File: config.mk
export PLATFORM = sky130hd
export DESIGN_NAME = pq_load_sequencer
export DESIGN_NICKNAME = d
export VERILOG_FILES = /design/src/rtl/pq_loader_pkg.sv /design/src/rtl/pq_load_sequencer_timeout_counter.sv /design/src/rtl/pq_load_sequencer.sv
export SDC_FILE = /design/constraint.sdc
export NUM_CORES = 1
export LEC_CHECK = 0
export ABC_CLOCK_PERIOD_IN_PS = 2630
export BUFFER_PORTS_ARGS = -buffer_cell sky130_fd_sc_hd__buf_2
export CORE_ASPECT_RATIO = 1.2
export CORE_MARGIN = 4
export CORE_UTILIZATION = 50
export CTS_BUF_LIST = sky130_fd_sc_hd__clkbuf_4 sky130_fd_sc_hd__clkbuf_8
export CTS_CLUSTER_DIAMETER = 200
export DETAILED_ROUTE_END_ITERATION = 7
export GPL_TIMING_DRIVEN = 0
export PLACE_DENSITY = 0.75
export SLEW_MARGIN = 0
export SYNTH_ARGS = -nofsm -noshare
export SYNTH_HDL_FRONTEND = slang
export SYNTH_SLANG_ARGS = --single-unit
export TNS_END_PERCENT = 10
File: constraint.sdc
create_clock -name clock -period 2.63 [get_ports clock]
set_input_delay 0.263 -clock clock [delete_from_list [all_inputs] [get_ports clock]]
set_output_delay 0.263 -clock clock [all_outputs]
set_load 0.005 [all_outputs]
File: src/rtl/pq_loader_pkg.sv
// Shared types and constants for the P/Q load sequencer: FSM states, abort
// codes and the position of the target-select bit in the command word.
package pq_loader_pkg;

  typedef enum logic [1:0] {
    IDLE   = 2'd0,
    ARMED  = 2'd1,
    COMMIT = 2'd2,
    ABORT  = 2'd3
  } state_t;

  typedef logic [1:0] err_code_t;

  localparam err_code_t ERR_NONE     = 2'b00;
  localparam err_code_t ERR_TIMEOUT  = 2'b01;
  localparam err_code_t ERR_MISMATCH = 2'b10;

  // Command word bit that selects the destination register (0 = P, 1 = Q).
  localparam int TARGET_BIT = 0;

  // Counter width for a window of `timeout` cycles, never narrower than one bit.
  function automatic int cnt_width(input int timeout);
    return (timeout <= 2) ? 1 : $clog2(timeout);
  endfunction

endpackage

File: src/rtl/pq_load_sequencer_timeout_counter.sv
// Saturating ARMED-window counter: counts enabled cycles from zero and flags
// the last cycle of the confirm window; it never wraps.
module timeout_counter
  import pq_loader_pkg::*;
#(
  parameter int TIMEOUT = 16
) (
  input  logic clock,
  input  logic reset_n,
  input  logic clear,
  input  logic enable,
  output logic expired
);

  localparam int             CW   = cnt_width(TIMEOUT);
  localparam logic [CW-1:0]  LAST = CW'(TIMEOUT - 1);

  logic [CW-1:0] count;

  // NOTE: sequential state is updated with non-blocking assignments so every
  // register samples the pre-edge values of its neighbours, as hardware does.
  always_ff @(posedge clock or negedge reset_n) begin
    if (!reset_n) begin
      count <= '0;
    end else if (clear) begin
      count <= '0;
    end else if (enable && !expired) begin
      count <= count + CW'(1);
    end
  end

  assign expired = (count == LAST);

endmodule

File: src/rtl/pq_load_sequencer.sv
// Two-phase request/confirm sequencer that issues a single one-cycle load
// strobe to either the P or Q register, or aborts with a held error code.
module pq_load_sequencer
  import pq_loader_pkg::*;
#(
  parameter int TIMEOUT = 16,
  parameter int DATA_W  = 7
) (
  input  logic              clock,
  input  logic              reset_n,
  input  logic              request,
  input  logic              confirm,
  input  logic [DATA_W:0]   inputData,
  output logic              enableP,
  output logic              enableQ,
  output logic [DATA_W-1:0] loadData,
  output logic              busy,
  output logic              error,
  output logic [1:0]        errorCode
);

  state_t          state;
  state_t          next_state;
  logic [DATA_W:0] cmd;
  err_code_t       error_code;

  logic idle_take;   // request accepted from IDLE
  logic rearm;       // request without confirm while ARMED
  logic cmd_match;
  logic expired;
  logic cnt_clear;
  logic cnt_enable;

  assign idle_take = (state == IDLE)  && request;
  assign rearm     = (state == ARMED) && request && !confirm;
  assign cmd_match = (inputData == cmd);

  // The counter sits at zero outside ARMED, so every arm starts a fresh window.
  assign cnt_clear  = (state != ARMED) || rearm;
  assign cnt_enable = (state == ARMED);

  timeout_counter #(
    .TIMEOUT (TIMEOUT)
  ) u_timeout_counter (
    .clock   (clock),
    .reset_n (reset_n),
    .clear   (cnt_clear),
    .enable  (cnt_enable),
    .expired (expired)
  );

  // State register
  always_ff @(posedge clock or negedge reset_n) begin
    if (!reset_n) begin
      state <= IDLE;
    end else begin
      state <= next_state;
    end
  end

  // Next-state logic; in ARMED a confirm outranks both re-arm and expiry.
  // NOTE: next_state is defaulted before the case so no path leaves it
  // unassigned, which would otherwise infer a latch.
  always_comb begin
    next_state = state;
    unique case (state)
      IDLE: begin
        if (request) next_state = ARMED;
      end
      ARMED: begin
        if (confirm)      next_state = cmd_match ? COMMIT : ABORT;
        else if (request) next_state = ARMED;
        else if (expired) next_state = ABORT;
      end
      COMMIT:  next_state = IDLE;
      ABORT:   next_state = IDLE;
      default: next_state = IDLE;
    endcase
  end

  // Command and error-code registers.
  // NOTE: cmd is cleared by reset along with the FSM so a truncated commit
  // can never leave a stale payload behind for the next arm.
  always_ff @(posedge clock or negedge reset_n) begin
    if (!reset_n) begin
      cmd        <= '0;
      error_code <= ERR_NONE;
    end else begin
      if (idle_take || rearm) begin
        cmd <= inputData;
      end
      if (idle_take) begin
        error_code <= ERR_NONE;
      end else if ((state == ARMED) && (next_state == ABORT)) begin
        error_code <= confirm ? ERR_MISMATCH : ERR_TIMEOUT;
      end
    end
  end

  // Moore output decode: every output depends only on registered values.
  always_comb begin
    enableP  = 1'b0;
    enableQ  = 1'b0;
    loadData = '0;
    busy     = 1'b0;
    error    = 1'b0;
    unique case (state)
      ARMED: begin
        busy = 1'b1;
      end
      COMMIT: begin
        busy     = 1'b1;
        enableP  = ~cmd[TARGET_BIT];
        enableQ  =  cmd[TARGET_BIT];
        loadData = cmd[DATA_W:1];
      end
      ABORT: begin
        error = 1'b1;
      end
      default: ;
    endcase
  end

  assign errorCode = error_code;

endmodule

== Yosys cells after proc, flatten, opt, wreduce, memory -nomap -nowiden ==
Index checks and enable logic that the tools add are counted.

* $add $sub $neg: 1
* Equal/unequal tests: 7
* Muxes and demuxes: 16
* Bitwise operators: 1
* Reduce and logical (&&, ||, !) cells: 14

{| class="wikitable"
|+ Operator list
! kind !! number
|-
| 2-bit two-way mux || 7
|-
| 8-bit == test || 1
|-
| 4-bit two-way mux || 2
|-
| 7-bit two-way mux || 1
|-
| 2-bit == test, second input constant || 3
|-
| 2-bit case mux with 3 select lines || 1
|-
| 1-bit logical AND || 5
|-
| 1-bit two-way mux || 5
|-
| 4-bit by 1-bit adder with 4-bit output, second input constant || 1
|-
| 4-bit == test, second input constant || 1
|-
| 2-bit nonzero test || 2
|-
| 2-bit OR reduction || 2
|-
| 2-bit by 1-bit == test with 1-bit output, second input constant || 1
|-
| 1-bit logical NOT || 2
|-
| 2-bit logical NOT || 1
|-
| 1-bit logical OR || 2
|-
| 2-bit by 1-bit inequality test with 1-bit output, second input constant || 1
|-
| 1-bit NOT || 1
|}

* Bits in registers: 16
* Input bits: 12
* Output and inout bits: 13
* Word-level logic and storage cells: 43

== Logic depth before layout (Yosys ltp) ==
Gate-level depths: netlist of run 1.

* Depth after elaboration: 9
* Depth in mapped cells: 7
* Mapped depth without buffers: 7

== Cells and area by module ==
A second synthesis of run 1 with hierarchy kept.

* Cell total of the unflattened synthesis: 92
* Area total of the unflattened synthesis: 1006.0 sq um

{| class="wikitable"
|+ By module, submodules not included
! module !! instances !! cells an instance !! area an instance (sq um) !! seq. area each (sq um)
|-
| pq_load_sequencer || 1 || 72 || 777.0 || 300.3
|-
| timeout_counter || 1 || 20 || 229.0 || 100.1
|}

== Least setup slack after synthesis of run 1 ==
No wires, ideal clock.

* Path type: flip-flop to flip-flop
* Start point: register state[0]
* End point: register error_code[1], in the netlist errorCode[1]
* Setup time: 0.078 ns
* Data arrival time: 1.551 ns
* Data required time: 2.552 ns
* Path slack: 1.001 ns
* Cell stages (with the launch flop): 8
* Buffers on the path: 0
* Clock period less this slack: 1.629 ns
* Cells stage by stage: dfrtp_1 inv_1 ha_1 nand4b_1 a21oi_1 o21ai_0 or3_1 a21boi_1

* Longest elaborated chain between the ends: 7
* Elaborated cells on any way between the ends: 15
* Those cells by class: 4 x eq/ne; 6 x mux; 5 x reduce/logical

{| class="wikitable"
|+ Ends and longest elaborated chain
! item !! line !! RTL
|-
| start, declared || pq_load_sequencer.sv:22 || <nowiki>state_t state;</nowiki>
|-
| start signal, assigned || pq_load_sequencer.sv:57 || <nowiki>state <= next_state;</nowiki>
|-
| 2-bit two-way mux || pq_load_sequencer.sv:73 || <nowiki>else if (expired) next_state = ABORT;</nowiki>
|-
| 2-bit two-way mux || pq_load_sequencer.sv:72 || <nowiki>else if (request) next_state = ARMED;</nowiki>
|-
| 2-bit two-way mux || pq_load_sequencer.sv:71 || <nowiki>if (confirm) next_state = cmd_match ? COMMIT : ABORT;</nowiki>
|-
| 2-bit case mux with 3 select lines || pq_load_sequencer.sv:66 || <nowiki>unique case (state)</nowiki>
|-
| 2-bit == test || pq_load_sequencer.sv:94 || <nowiki>end else if ((state == ARMED) && (next_state == ABORT)) begin</nowiki>
|-
| 1-bit logical AND || pq_load_sequencer.sv:94 ||
|-
| 2-bit nonzero test (no source line) || - ||
|-
| end signal, assigned || pq_load_sequencer.sv:95 || <nowiki>error_code <= confirm ? ERR_MISMATCH : ERR_TIMEOUT;</nowiki>
|-
| end, declared || pq_load_sequencer.sv:25 || <nowiki>err_code_t error_code;</nowiki>
|}

Several ways; a longest one is shown, not always the timed one.
A chain may end at the register's enable or synchronous reset.

== Worst setup path after layout of run 1 ==
Ends and elaborated chain as after synthesis.

==> impl_metrics.json, run 1 <==
{
  "crit_chain": "inv_1, ha_1, nand4b_1, a21oi_1, o21ai_0, or3_1, a21boi_1",
  "cp_slowest_stage_delay_ns": 0.43,
  "fin_crit_sh_pct": 71.89,
  "coreArea_um2": 1722,
  "path_clk_slew_ns": 0.10,
  "synth-async-reset-ratio_pct": 100.0,
  "die_w_um": 47.71,
  "max_freq_mhz": 528.9,
  "hold_path.class": "in2reg",
  "drt_iter0_markers": 9,
  "path_class": "reg2reg",
  "highest_layer": "met4",
  "power_density_nw_per_um2": 944.9,
  "synth_cells": 90,
  "final_cell_count_no_fill": 137,
  "setup_viol": 0,
  "p_leak_nw": 0.5530,
  "yosysTopAreaCell": "dfrtp_1",
  "stdcell_area_um2": 1135,
  "synth-main-ff-cell": "dfrtp_1",
  "wl_per_cell_um": 13.52,
  "yosysUniqueCellTypes": 26,
  "initial_utilization_pct": 54.94,
  "clk_latency_ns": 0.29,
  "post_cts_resized": 0,
  "slew_headroom_pct": 68.74,
  "critPathRequiredTime_ns": 2.86,
  "crit_fanout": 5,
  "holdWs_ns": 0.2231,
  "n_antenna_cell": 0,
  "dpl_cell_area_um2": 1089,
  "p_switching_uw": 391.6,
  "cp.arrival_ns": 2.12,
  "clkSinkCount": 16,
  "yosysSeqAreaShare_pct": 42.33,
  "syn-cell-area_um2": 945.9,
  "endpoint_kind": "flop",
  "p_total_mw": 1.072,
  "r2r_slack_ns": 0.74,
  "fillers": 145,
  "swShare_pct": 36.53,
  "p_comb_share_pct": 44.0,
  "grt_use_total_pct": 15.83,
  "crit_slowest_cell": "dfrtp_1",
  "final_cell_mix": "buf_2, dfrtp_1, xnor2_1",
  "met2WireLength_um": 972,
  "grt_pass1_wl_um": 3077,
  "synth_top_area_share_pct": 42.33,
  "final_common_cell": "buf_2",
  "peakVddDrop_mv": 0.4775,
  "drt-met1-wl_um": 753,
  "dp_hpwl_um": 1453,
  "max-cap-violations": 0,
  "ys_warn_count": 0,
  "seq_area_um2": 400.4,
  "fp.dieH_um": 55.65,
  "vias": 740,
  "synthTopCellsByArea": "dfrtp_1, mux2_2, xnor2_1",
  "ctsLongestPathBuffers": 2,
  "final_nets": 138,
  "cts_tree": "built",
  "wl_met3_um": 102,
  "grt_max_degree": 17,
  "worst_setup_path_start_kind": "flop",
  "grt_pass1_vias": 734,
  "io_pins": 25,
  "die-area_um2": 2655,
  "finalSetupTns_ns": 0,
  "status": "completed",
  "antenna_found_initial": 0,
  "postCtsSetupRepairBufs": 0,
  "worst_pin_slew_ns": 0.4689,
  "placed_cells": 132,
  "clkPwrFrac_pct": 15.5,
  "fin_crit_ns": 1.891,
  "fin_util_pct": 65.92,
  "grt-ovfl-total": 0,
  "synth_edf_count": 0,
  "slew_viol_final": 0,
  "multi_input_area_um2": 530.5,
  "ys_ff_latch": 16,
  "antenna_left": 0,
  "rsz0062_at_grt": "false",
  "totalWireLength_um": 1852,
  "root_buffer": "clkbuf_4",
  "drc_errors": 0,
  "drtPass1Iterations": 2,
  "finClkSkew_ns": 0.006346,
  "io_buffer_count": 24,
  "area_growth_pct": 19.97,
  "drive_gt1_share_pct": 33.61,
  "syn-num-nets": 108,
  "cts_max_level": 1,
  "syn_area_per_cell_um2": 10.51,
  "rows": 16,
  "finalHoldViolCount": 0,
  "numCtsBuffers": 3,
  "fin_ws_ns": 0.7392,
  "globalplace.congestion": 0.8935,
  "pre_cts_ws_ns": 0.7683,
  "p_int_uw": 680.6,
  "routed_via_density": 5.401,
  "power_frac_seq_pct": 40.5
}
-- synthesized netlist by cell type, types with 2 or more instances --
master and instances:
o21ai_0 4, mux2_2 8, nor2b_1 2, nor2_1 7, nand3_1 2, inv_1 4, ha_1 6, mux2i_1 2
nor3_1 3, xnor2_1 9, and2_1 8, nand2_1 6, dfrtp_1 16
-- cells by family (layout without fill, tap and decap cells) --
family	count (synthesis)	count (layout)	synth area share, %
AO/OA/AOI/OAI	11	11	8.863
XOR/XNOR	9	9	8.334
adder cells (fa/ha/maj)	6	6	7.936
buffers and inverters	4	33	1.587
flip-flops	16	16	42.33
multiplexers	10	10	11.64
AND/OR/NAND/NOR	34	34	19.31
-- power groups by stage --
stage / combinational (mW) / sequential (mW) / clock [mW]
final: 0.472 / 0.434 / 0.166
after global routing: 0.533 / 0.450 / 0.179
after CTS: 0.479 / 0.434 / 0.170
after detailed placement: 0.474 / 0.440 / 0
after global placement: 0.459 / 0.430 / 0
after floorplan: 0.353 / 0.421 / 0
-- path summary, 6_finish.rpt --
path                              start                          to  depth (start not counted)
max                            state[0]                errorCode[1]                          7
min                        inputData[4]                      cmd[4]                          2
max reg2reg                    state[0]                errorCode[1]                          7
min reg2reg                errorCode[0]                errorCode[0]                          2
max in group asynchronous       reset_n  u_timeout_counter.count[1]                          2
min in group asynchronous       reset_n                      cmd[2]                          2
-- worst max-delay path: cells and delay by family, from the launching register on --
kind / cells / cell delay (ns)
buffers and inverters: 1 / 0.13
and+or+nand+nor: 2 / 0.55
adders and majority gates: 1 / 0.28
DFF: 1 / 0.43
AOI/OAI and AO/OA: 3 / 0.44
-- sequential cells by signal (all words and copies together) (netlist names) --
register,cells
cmd,8
u_timeout_counter.count,4
errorCode,2
state,2
-- layer usage --
layer  up-vias  GRT usage [%]
met5         -              0
met4         0          8.462
met3         4          1.942
met2        17          25.90
met1       350          18.90
li1        369              -
-- area by class of cell --
| class | count | area share (%) |
|---|---|---|
| Tap cell | 18 | 1.985 |
| Clock buffer | 4 | 3.197 |
| Multi-Input combinational cell | 70 | 46.75 |
| Timing Repair Buffer | 25 | 11.47 |
| Sequential cell | 16 | 35.28 |
| Inverter | 4 | 1.323 |
-- timing repair --
| action | CTS | global route |
|---|---|---|
| hold buffers | 1 | 0 |
| hold endpoints to repair | 16 | 0 |
| endpoints found under the setup margin | 0 | 0 |
(Power assumes the default switching activity.)
==> run 2: changes to the inputs <==
- ABC_CLOCK_PERIOD_IN_PS: 2630 -> 1800
- clock period: 2.63 -> 1.8 ns (I/O delays scaled with it)
==> run 2 against run 1 <==
  * Clock-buffer cell count stayed put
  * Global-route usage stayed put
  * Worst setup slack worse by 0.70 ns
  * Register-to-register slack worse by 0.70 ns
  * Wire length is 9.8% higher
  * Largest power group unchanged
==> impl_metrics.json, run 2 (synthesized netlist as in run 1, its figures left out) <==
{
  "grt_pass1_vias": 734,
  "p_int_mw": 1.059,
  "n_antenna_cell": 0,
  "status": "completed",
  "critPathRequiredTime_ns": 1.99,
  "cts_tree": "built",
  "p_comb_share_pct": 48.0,
  "cp.arrival_ns": 1.95,
  "power_frac_seq_pct": 37.5,
  "drt_iter0_markers": 10,
  "area_growth_pct": 25.93,
  "routed_via_density": 5.436,
  "root_buffer": "clkbuf_4",
  "crit_fanout": 8,
  "r2r_slack_ns": 0.04,
  "worst_setup_path_start_kind": "flop",
  "totalWireLength_um": 2033,
  "power_density_nw_per_um2": 1416,
  "initial_utilization_pct": 54.94,
  "fp.dieH_um": 55.65,
  "max-cap-violations": 0,
  "reg2reg_from": "state[0]",
  "antenna_left": 0,
  "grt-ovfl-total": 0,
  "path_buf_inv": 1,
  "grt_pass1_wl_um": 3077,
  "clkSinkCount": 16,
  "reg2reg_to": "cmd[5]",
  "p_leak_nw": 0.5653,
  "rsz0062_at_grt": "true",
  "path_class": "reg2reg",
  "p_switching_uw": 627.6,
  "critPathTopFamily": "flip-flops",
  "placed_cells": 132,
  "largest-register": "cmd",
  "final_cell_mix": "buf_2, dfrtp_1, xnor2_1",
  "clk_latency_ns": 0.29,
  "slew_viol_final": 0,
  "clkPwrFrac_pct": 14.5,
  "antenna_found_initial": 0,
  "slew_headroom_pct": 70.15,
  "peakVddDrop_mv": 0.7485,
  "io_pins": 25,
  "startpoint": "state[0]",
  "final_common_cell": "buf_2",
  "crit_slowest_cell": "dfrtp_1",
  "finalSetupTns_ns": 0,
  "p_total_mw": 1.687,
  "dp_hpwl_um": 1453,
  "crit_chain": "buf_4, ha_2, nor2b_1, o21ai_4, mux2_2",
  "crit_path_end": "cmd[5]",
  "stdcell_area_um2": 1191,
  "worst_pin_slew_ns": 0.4430,
  "final_nets": 141,
  "largestRegisters": "cmd: 8 flops, u_timeout_counter.count: 4 flops",
  "max_freq_mhz": 567.4,
  "swShare_pct": 37.21,
  "finalHoldViolCount": 0,
  "hold_path.class": "in2reg",
  "vias": 761,
  "fin_ws_ns": 0.03768,
  "globalplace.congestion": 0.8935,
  "finClkSkew_ns": 0.005386,
  "cp.depth": 5,
  "largest_reg_flops": 8,
  "pre_cts_ws_ns": -0.06170,
  "rows": 16,
  "fin_crit_ns": 1.762,
  "fin_util_pct": 69.19,
  "cp_slowest_stage_delay_ns": 0.43,
  "cts_max_level": 1,
  "die-area_um2": 2655,
  "die_w_um": 47.71,
  "dpl_cell_area_um2": 1089,
  "r2r_cells": 5,
  "drive_gt1_share_pct": 38.52,
  "endpoint_kind": "flop",
  "fin_crit_sh_pct": 97.91,
  "fillers": 142,
  "path_clk_slew_ns": 0.10,
  "drc_errors": 0,
  "coreArea_um2": 1722,
  "numCtsBuffers": 3,
  "grt_max_degree": 17,
  "setup_viol": 0,
  "drtPass1Iterations": 4,
  "wl_per_cell_um": 14.52,
  "grt_use_total_pct": 15.83,
  "ctsLongestPathBuffers": 2,
  "holdWs_ns": 0.1403,
  "io_buffer_count": 24,
  "final_cell_count_no_fill": 140
}
run 2: cell count changes in the layout (fill, tap and decap cells not counted):
cell,delta
o21ai_2,-1
buf_4,+3
o21ai_4,+1
ha_4,+1
o21ai_1,+1
inv_2,+1
o31ai_2,-1
ha_1,-3
inv_1,-1
o21ai_0,-1
o31ai_4,+1
ha_2,+2
run 2: worst min path at each step:
stage                       from                         end  slack (ns)  cells past startpoint
floorplan                reset_n                      cmd[0]       -0.12                      0
global placement         reset_n  u_timeout_counter.count[2]        0.11                      1
detailed placement       reset_n                    state[1]        0.11                      1
CTS                 inputData[4]                      cmd[4]        0.14                      2
global route        inputData[7]                      cmd[7]        0.14                      2
finish              inputData[4]                      cmd[4]        0.14                      2
run 2: layer usage:
layer	GRT usage (%)	wire (um)	up-vias
met4	8.462	27	0
met3	1.942	107	4
met2	25.90	1069	21
met1	18.90	828	363
met5	0	0	-
li1	-	-	373
run 2: layout make-up:
class	count	area (um2)	share of cell area (%)
Tap cell	18	22.52	1.891
Inverter	4	15.01	1.261
Clock buffer	4	36.28	3.046
Multi-Input combinational cell	70	564.3	47.37
Timing Repair Buffer	28	152.6	12.82
Sequential cell	16	400.4	33.61
run 2: power groups by stage:
stage          Clock, mW  Sequential [mW]  Combinational [mW]
3_3_place_gp           0            0.628               0.671
2_1_floorplan          0            0.615               0.516
4_1_cts            0.248            0.635               0.716
3_5_place_dp           0            0.643               0.692
6_report           0.244            0.632               0.810
5_1_grt            0.262            0.651               0.908
run 2: worst register-to-register path: cells and delay by family (launching register included):
family / cells / cell delay [ns]
adders and majority gates: 1 / 0.21
muxes: 1 / 0.38
buffers and inverters: 1 / 0.16
AOI/OAI and AO/OA: 1 / 0.31
DFF: 1 / 0.43
and+or+nand+nor: 1 / 0.17
run 2: repair_timing:
| item | 4_1_cts | 5_1_grt |
|---|---|---|
| pin swaps | 1 | 1 |
| endpoints found under the hold margin | 16 | 0 |
| endpoints found under the setup margin | 10 | 10 |
| gates resized for setup | 2 | 6 |
| hold buffers | 1 | 0 |
| buffers inserted | 0 | 3 |
